**src/rtl/ddr_burst_tx.sv**
```systemverilog
// ddr_burst_tx: N-lane DDR transmit block. Words (rising half d0, falling half d1) enter a
// FIFO over a valid/ready stream and are replayed as bursts on a WIDTH-bit DDR bus, with a
// registered output enable for pad tristate control.
module ddr_burst_tx #(
   parameter int unsigned      WIDTH       = 4,
   parameter int unsigned      DEPTH       = 8,
   parameter int unsigned      START_LEVEL = 2,
   parameter int unsigned      OE_HOLD     = 2,
   parameter logic [WIDTH-1:0] IDLE_VAL    = '0
) (
   input  logic                   SCLK,
   input  logic                   RST_N,
   input  logic                   in_valid,
   output logic                   in_ready,
   input  logic [WIDTH-1:0]       in_d0,
   input  logic [WIDTH-1:0]       in_d1,
   input  logic                   in_last,
   output logic [WIDTH-1:0]       Q,
   output logic                   OE,
   output logic [$clog2(DEPTH):0] level,
   output logic [7:0]             underrun_cnt,
   output logic                   busy
);

   localparam int unsigned AW = $clog2(DEPTH);
   localparam int unsigned CW = AW + 1;

   localparam logic [CW-1:0] DepthL = CW'(DEPTH);
   localparam logic [CW-1:0] StartL = CW'(START_LEVEL);
   localparam logic [CW-1:0] CntOne = CW'(1);
   localparam logic [AW-1:0] PtrOne = AW'(1);
   localparam logic [3:0]    HoldL  = 4'(OE_HOLD);

   typedef struct packed {
      logic             last;
      logic [WIDTH-1:0] d1;
      logic [WIDTH-1:0] d0;
   } word_t;

   typedef enum logic [1:0] {StIdle, StActive, StHold} state_e;

   word_t           mem_q [DEPTH];
   word_t           rd_word;
   logic [AW-1:0]   wr_ptr_q, wr_ptr_d;
   logic [AW-1:0]   rd_ptr_q, rd_ptr_d;
   logic [CW-1:0]   cnt_q, cnt_d;
   state_e          state_q, state_d;
   logic [3:0]      hold_q, hold_d;
   logic [7:0]      under_q, under_d;
   logic            oe_q, oe_d;
   logic [WIDTH-1:0] d0_q, d0_d;
   logic [WIDTH-1:0] d1_q, d1_d;
   logic [WIDTH-1:0] d1_n_q;
   logic            push, pop;

   // in_ready depends only on the registered level, never on this cycle's pop
   assign in_ready = (cnt_q < DepthL);
   assign push     = in_valid && in_ready;
   assign rd_word  = mem_q[rd_ptr_q];

   // FIFO pointer and occupancy next-state
   always_comb begin
      wr_ptr_d = wr_ptr_q;
      rd_ptr_d = rd_ptr_q;
      cnt_d    = cnt_q;
      if (push) wr_ptr_d = wr_ptr_q + PtrOne;
      if (pop)  rd_ptr_d = rd_ptr_q + PtrOne;
      if (push && !pop) begin
         cnt_d = cnt_q + CntOne;
      end else if (pop && !push) begin
         cnt_d = cnt_q - CntOne;
      end
   end

   // Burst FSM: pop decision, OE, hold counter and underrun counter
   always_comb begin
      state_d = state_q;
      hold_d  = hold_q;
      under_d = under_q;
      oe_d    = oe_q;
      pop     = 1'b0;

      unique case (state_q)
         StIdle: begin
            oe_d = 1'b0;
            // Arm here; the first pop follows on the next edge so OE rises with d0
            if (cnt_q >= StartL) state_d = StActive;
         end
         StActive: pop = (cnt_q != '0);
         StHold:   pop = (cnt_q >= StartL);
         default:  state_d = StIdle;
      endcase

      if (pop) begin
         oe_d   = 1'b1;
         hold_d = '0;
         if (rd_word.last) begin
            state_d = StHold;
         end else begin
            state_d = StActive;
            // Nothing poppable next edge: the burst was starved before in_last
            if (cnt_q == CntOne && !push && under_q != 8'hFF) under_d = under_q + 8'd1;
         end
      end else if (state_q == StActive) begin
         // Starved burst: this cycle is already the first idle one after the last word
         if (HoldL == 4'd0) begin
            state_d = StIdle;
            oe_d    = 1'b0;
         end else begin
            state_d = StHold;
            hold_d  = 4'd1;
            oe_d    = 1'b1;
         end
      end else if (state_q == StHold) begin
         if (hold_q >= HoldL) begin
            state_d = StIdle;
            oe_d    = 1'b0;
         end else begin
            hold_d = hold_q + 4'd1;
            oe_d   = 1'b1;
         end
      end
   end

   // Output halves for the coming cycle; IDLE_VAL in both phases when nothing is popped
   always_comb begin
      d0_d = IDLE_VAL;
      d1_d = IDLE_VAL;
      if (pop) begin
         d0_d = rd_word.d0;
         d1_d = rd_word.d1;
      end
   end

   // FIFO storage; pointers carry the flush, so the array needs no reset
   always_ff @(posedge SCLK) begin
      if (push) mem_q[wr_ptr_q] <= {in_last, in_d1, in_d0};
   end

   // Posedge state
   always_ff @(posedge SCLK or negedge RST_N) begin
      if (!RST_N) begin
         wr_ptr_q <= '0;
         rd_ptr_q <= '0;
         cnt_q    <= '0;
         state_q  <= StIdle;
         hold_q   <= '0;
         under_q  <= '0;
         oe_q     <= 1'b0;
         d0_q     <= IDLE_VAL;
         d1_q     <= IDLE_VAL;
      end else begin
         wr_ptr_q <= wr_ptr_d;
         rd_ptr_q <= rd_ptr_d;
         cnt_q    <= cnt_d;
         state_q  <= state_d;
         hold_q   <= hold_d;
         under_q  <= under_d;
         oe_q     <= oe_d;
         d0_q     <= d0_d;
         d1_q     <= d1_d;
      end
   end

   // Negedge stage: moves the staged d1 into the low phase
   always_ff @(negedge SCLK or negedge RST_N) begin
      if (!RST_N) begin
         d1_n_q <= IDLE_VAL;
      end else begin
         d1_n_q <= d1_q;
      end
   end

   // DDR mux: d0 while SCLK is high, d1 while it is low
   assign Q            = SCLK ? d0_q : d1_n_q;
   assign OE           = oe_q;
   assign level        = cnt_q;
   assign underrun_cnt = under_q;
   assign busy         = (state_q != StIdle);

endmodule

```
**config.mk**
```make
export PLATFORM = sky130hd
export DESIGN_NAME = ddr_burst_tx
export DESIGN_NICKNAME = d
export VERILOG_FILES = /design/src/rtl/ddr_burst_tx.sv
export SDC_FILE = /design/constraint.sdc
export NUM_CORES = 1
export LEC_CHECK = 0
export BUFFER_PORTS_ARGS = -buffer_cell sky130_fd_sc_hd__buf_4
export CAP_MARGIN = 40
export CORE_UTILIZATION = 60
export DETAILED_ROUTE_END_ITERATION = 8
export PLACE_DENSITY = 0.79
export REMOVE_ABC_BUFFERS = 1
export SETUP_SLACK_MARGIN = 0.5
export SLEW_MARGIN = 20
export SYNTH_ARGS = -nofsm -noshare
export SYNTH_HDL_FRONTEND = slang
export SYNTH_SLANG_ARGS = --single-unit
```
**constraint.sdc**
```tcl
create_clock -name SCLK -period 4.7 [get_ports SCLK]
set_clock_uncertainty 0.15 [all_clocks]
set_input_delay 0.235 -clock SCLK [delete_from_list [all_inputs] [get_ports SCLK]]
set_output_delay 0.235 -clock SCLK [all_outputs]
set_load 0.01 [all_outputs]
```
## Word-level counts from Yosys, hierarchy flattened

Memories as Yosys holds them, arrays and structs flattened.
Index checks and enable logic that the tools add are counted.

- $add $sub $neg: 6
- Magnitude comparators: 3
- Equality and inequality tests: 5
- Multiplexer cells: 24
- Bitwise logic cells: 1
- Reduce and logical (&&, ||, !) cells: 15

Operator list:

| operator | number |
|---|---|
| $mux W4 | 9 |
| $mux W2 | 6 |
| $add A4 B1 Y4 const B | 2 |
| $add A8 B1 Y8 const B | 1 |
| $ge A4 B2 Y1 const B | 2 |
| $ne A8 B8 Y1 const B | 1 |
| $reduce_bool A4 Y1 | 2 |
| $mux W1 | 7 |
| $add A3 B1 Y3 const B | 2 |
| $logic_and A1 B1 Y1 | 5 |
| $eq A4 B1 Y1 const B | 1 |
| $lt A4 B4 Y1 const B | 1 |
| $pmux W2 S2 | 1 |
| $reduce_bool A2 Y1 | 2 |
| $sub A4 B1 Y4 const B | 1 |
| $ne A3 B3 Y1 const B | 1 |
| $reduce_and A3 Y1 | 1 |
| $reduce_bool A3 Y1 | 1 |
| $eq A2 B1 Y1 const B | 1 |
| $eq A2 B2 Y1 const B | 1 |
| $logic_not A1 Y1 | 2 |
| $logic_not A2 Y1 | 1 |
| $pmux W1 S2 | 1 |
| $reduce_and A2 Y1 | 1 |
| $not A1 Y1 | 1 |

- Flip-flop bits (word level): 37
- Memory bits (writable): 72
- Logic and storage cells: 65
- Memories kept: 1

Memories:

| name | words | bits a word | read ports | clocked after memory_dff | write ports | line | text |
|---|---|---|---|---|---|---|---|
| mem_q | 8 | 9 | 1 | 0 | 1 | 42 | `word_t mem_q [DEPTH];` |

## Logic depth before layout (Yosys ltp)

- Depth in word-level cells: 7
- Gate-level depth with buffers: 10
- Depth with buffers taken out: 8

==> flow_summary_export.csv <==
group,metric,value,unit
critical_path,worst_r2r_startpoint,"d1_q[3]",
clock_network,postCtsSetupBuffers,0,
run_status,outcome,"complete, no violations",
yosys,post_synth_instance_area,0.004482,mm2
finish,antennaDiodeCount,0,
finish,nets,348,
timing,finalSetupViolations,0,
critical_path,timing.reg2reg.worst_path_depth,0,
routing,post_drt_via_cell_ratio,5.487,
critical_path,worstPathBufferInverterCount,1,
job,max-cap-violations,0,
critical_path,worstPathCellList,"mux2_2 > buf_4",
timing,max_slew.worst_pin.slew,0.6453,ns
global_routing,grt_overflow_total,0,
routing,post-route-drc-count,0,
place,preCtsSetupSlack,1.271,ns
power_and_ir_drop,standby_leakage_power,2.073,nW
place,dp.cells,394,
routing,total_number_of_vias,2332,
routing,routed_wire_length_per_instance,18.16,um
critical_path,startpoint,"d1_n_q[0]",
timing,setup_slack,0.7262,ns
yosys,synth_cell_types,36,
critical_path,critical_path_capture_point_type,"output port",
critical_path,cpLargestDelayFamily,"flip-flops",
finish,multi_input_comb_area,0.001303,mm2
clock_network,clk-insertion-delay-late,0.48,ns
timing,slew_violations,0,
clock_network,tritoncts,"done",
power_and_ir_drop,sequentialPowerShare,45.0,%
critical_path,startpoint_kind_of_the_worst_setup_timing_path,"register",
critical_path,cp.required,4.32,ns
yosys,synth-edff-count,72,
power_and_ir_drop,p_per_area,572.9,mW/mm2
global_routing,initial_antenna_violation_count,0,
timing,hold_viol,0,
hold_path,hold_path_class,"in2async",
power_and_ir_drop,p_switching,1.000,mW
routing,antenna_left,0,
critical_path,maximum_fanout_count_along_the_critical_path,1,
place,io_buffers,30,
timing,grt_setup_unrepaired,"no",
floorplanning,initial_core_util,61.79,%
critical_path,critical_path_type,"reg2out",
place,gp_routability_congestion,0.8023,
finish,seqCellArea,0.003088,mm2
finish,layout_cell_share_with_drive_strength_beyond_1,26.99,%
yosys,postSynth.asyncResetShare,33.94,%
power_and_ir_drop,clkPwrFrac,23.6,%
finish,filler_cell_count,444,
global_routing,grt_start_max_net_pins,38,
yosys,instance_count_of_the_mapped_netlist,265,
floorplanning,die_width,88.43,um
finish,fin_cells,425,
power_and_ir_drop,swShare,33.46,%
critical_path,critical_path.reg2reg.endpoint,"d1_n_q[3]",
power_and_ir_drop,finalPower,2.989,mW
timing,maxSlewHeadroom,56.82,%
floorplanning,floorplan.io_pins,31,
timing,fin_hold_ws,0.09051,ns
floorplanning,die_h,88.43,um
power_and_ir_drop,vdd.ir_drop.worst,0.2640,mV
finish,area_growth,16.42,%
place,hpwlAfterDp,5025,um
critical_path,worst-endpoint-arrival,3.59,ns
critical_path,regToRegSetupSlack,1.66,ns
routing,drt-pass1-iter-count,4,
critical_path,timing.critical_path.slowest_stage_cell,"sky130_fd_sc_hd__dfrtn_1",
floorplanning,core_area,0.007253,mm2
clock_network,cts_repair_resize_count,0,
yosys,synth.area.top_cells,"sky130_fd_sc_hd__edfxtp_1, sky130_fd_sc_hd__dfrtp_1, sky130_fd_sc_hd__mux4_2",
global_routing,grt_pass1_wl,12050,um
routing,totalWireLength,7716,um
power_and_ir_drop,internal_power,1.989,mW
global_routing,global_route.usage.total,22.55,%
yosys,synth_seq_cells,109,
routing,detailedRoute.firstIterationViolations,162,
place,detailed_place.area,0.004852,mm2
power_and_ir_drop,p_comb_share,31.4,%
finish,finalCoreUtilization,71.93,%
yosys,synth.yosys.seq_area_share,68.90,%
yosys,synth_largest_type_area_fraction,48.24,%
finish,postLayoutCellArea,0.005218,mm2
timing,totalNegativeSetupSlack,0,ns
yosys,synth-main-ff-cell,"sky130_fd_sc_hd__edfxtp_1",
global_routing,number_of_global_route_vias_before_repair,2392,
yosys,largest_area_contributor_in_the_netlist,"sky130_fd_sc_hd__edfxtp_1",
yosys,ys_warn_count,0,
floorplanning,rows,31,
yosys,avgSynthCellArea,16.91,um2
critical_path,max_stage_delay,0.34,ns
floorplanning,die_area,0.007819,mm2
clock_network,cts.clk_slew.worst_paths,0.10,ns
synthesized netlist by cell type (3+ instances only):
| master | count |
|---|---|
| sky130_fd_sc_hd__buf_2 | 3 |
| sky130_fd_sc_hd__buf_6 | 3 |
| sky130_fd_sc_hd__dfrtn_1 | 4 |
| sky130_fd_sc_hd__dfrtp_1 | 33 |
| sky130_fd_sc_hd__edfxtp_1 | 72 |
| sky130_fd_sc_hd__ha_1 | 15 |
| sky130_fd_sc_hd__inv_1 | 11 |
| sky130_fd_sc_hd__mux2_2 | 8 |
| sky130_fd_sc_hd__mux2i_1 | 13 |
| sky130_fd_sc_hd__mux4_2 | 17 |
| sky130_fd_sc_hd__nand2_1 | 9 |
| sky130_fd_sc_hd__nand2b_1 | 6 |
| sky130_fd_sc_hd__nand3_1 | 3 |
| sky130_fd_sc_hd__nor2_1 | 21 |
| sky130_fd_sc_hd__nor2b_1 | 3 |
| sky130_fd_sc_hd__nor3_1 | 4 |
| sky130_fd_sc_hd__xnor2_1 | 7 |
| sky130_fd_sc_hd__xor2_1 | 9 |
worst max-delay path by stage:
stage            to  slack (ns)  depth (start not counted)
3_5_place_dp   Q[3]        1.27                          2
4_1_cts        Q[0]        0.73                          2
2_1_floorplan  Q[0]        1.39                          1
3_3_place_gp   Q[0]        1.28                          2
5_1_grt        Q[0]        0.68                          2
6_report       Q[0]        0.73                          2
per-layer routing:
metal  global-route usage [%]  share of wire, %  wire, um
met2                    36.78                52      4000
met4                    12.90               2.4       184
met1                    27.25                42      3228
met3                    6.250               3.9       303
met5                        0                 0         0
power by group through the flow:
stage / Combinational (mW) / Sequential (mW) / Clock, mW
global placement: 0.879 / 1.37 / 0.0521
global route: 1.04 / 1.37 / 0.761
floorplan: 0.614 / 1.38 / 0.0326
finish: 0.939 / 1.34 / 0.706
CTS: 0.933 / 1.36 / 0.722
detailed placement: 0.918 / 1.38 / 0.0521
cells by family after synthesis:
family | synth area share, %
DFF | 68.90
and+or+nand+nor | 6.449
muxes | 13.46
buffers and inverters | 2.261
xor gates and xnor gates | 3.127
adders and majority gates | 4.188
AOI/OAI and AO/OA | 1.619
layout make-up:
| type | instances | share of cell area (%) |
|---|---|---|
| clock inverter | 7 | 1.439 |
| timing repair buffer | 46 | 7.242 |
| clock buffer | 17 | 4.005 |
| sequential | 109 | 59.18 |
| multi-input combinational | 136 | 24.96 |
| inverter | 11 | 0.7914 |
| tap | 99 | 2.374 |
sequential cells by signal (all words and copies together), names as in the netlist:
signal / flops
level: 4
d1_q: 4
hold_q: 4
rd_ptr_q: 3
OE: 1
wr_ptr_q: 3
d0_q: 4
underrun_cnt: 8
d1_n_q: 4
mem_q: 72
state_q: 2
cells in the final DEF (no fill, tap or decap), types with 3 or more instances in the layout:
| master | Yosys | final |
|---|---|---|
| sky130_fd_sc_hd__xnor2_1 | 7 | 7 |
| sky130_fd_sc_hd__dlygate4sd3_1 | 0 | 10 |
| sky130_fd_sc_hd__dfrtn_1 | 4 | 4 |
| sky130_fd_sc_hd__dfrtp_1 | 33 | 33 |
| sky130_fd_sc_hd__mux2i_1 | 13 | 13 |
| sky130_fd_sc_hd__clkbuf_8 | 0 | 13 |
| sky130_fd_sc_hd__mux2_2 | 8 | 8 |
| sky130_fd_sc_hd__nand2b_1 | 6 | 6 |
| sky130_fd_sc_hd__edfxtp_1 | 72 | 72 |
| sky130_fd_sc_hd__nand2_1 | 9 | 9 |
| sky130_fd_sc_hd__buf_4 | 0 | 38 |
| sky130_fd_sc_hd__nor2_1 | 21 | 21 |
| sky130_fd_sc_hd__xor2_1 | 9 | 9 |
| sky130_fd_sc_hd__inv_1 | 11 | 11 |
| sky130_fd_sc_hd__ha_1 | 15 | 15 |
| sky130_fd_sc_hd__mux4_2 | 17 | 17 |
| sky130_fd_sc_hd__nor2b_1 | 3 | 3 |
| sky130_fd_sc_hd__inv_6 | 0 | 3 |
| sky130_fd_sc_hd__nand3_1 | 3 | 3 |
repair_timing:
action	in CTS	in global routing
hold endpoints to repair	105	0
endpoints found under the setup margin	0	0
hold buffers	10	0
No activity file was read; power rests on OpenSTA's default activity.
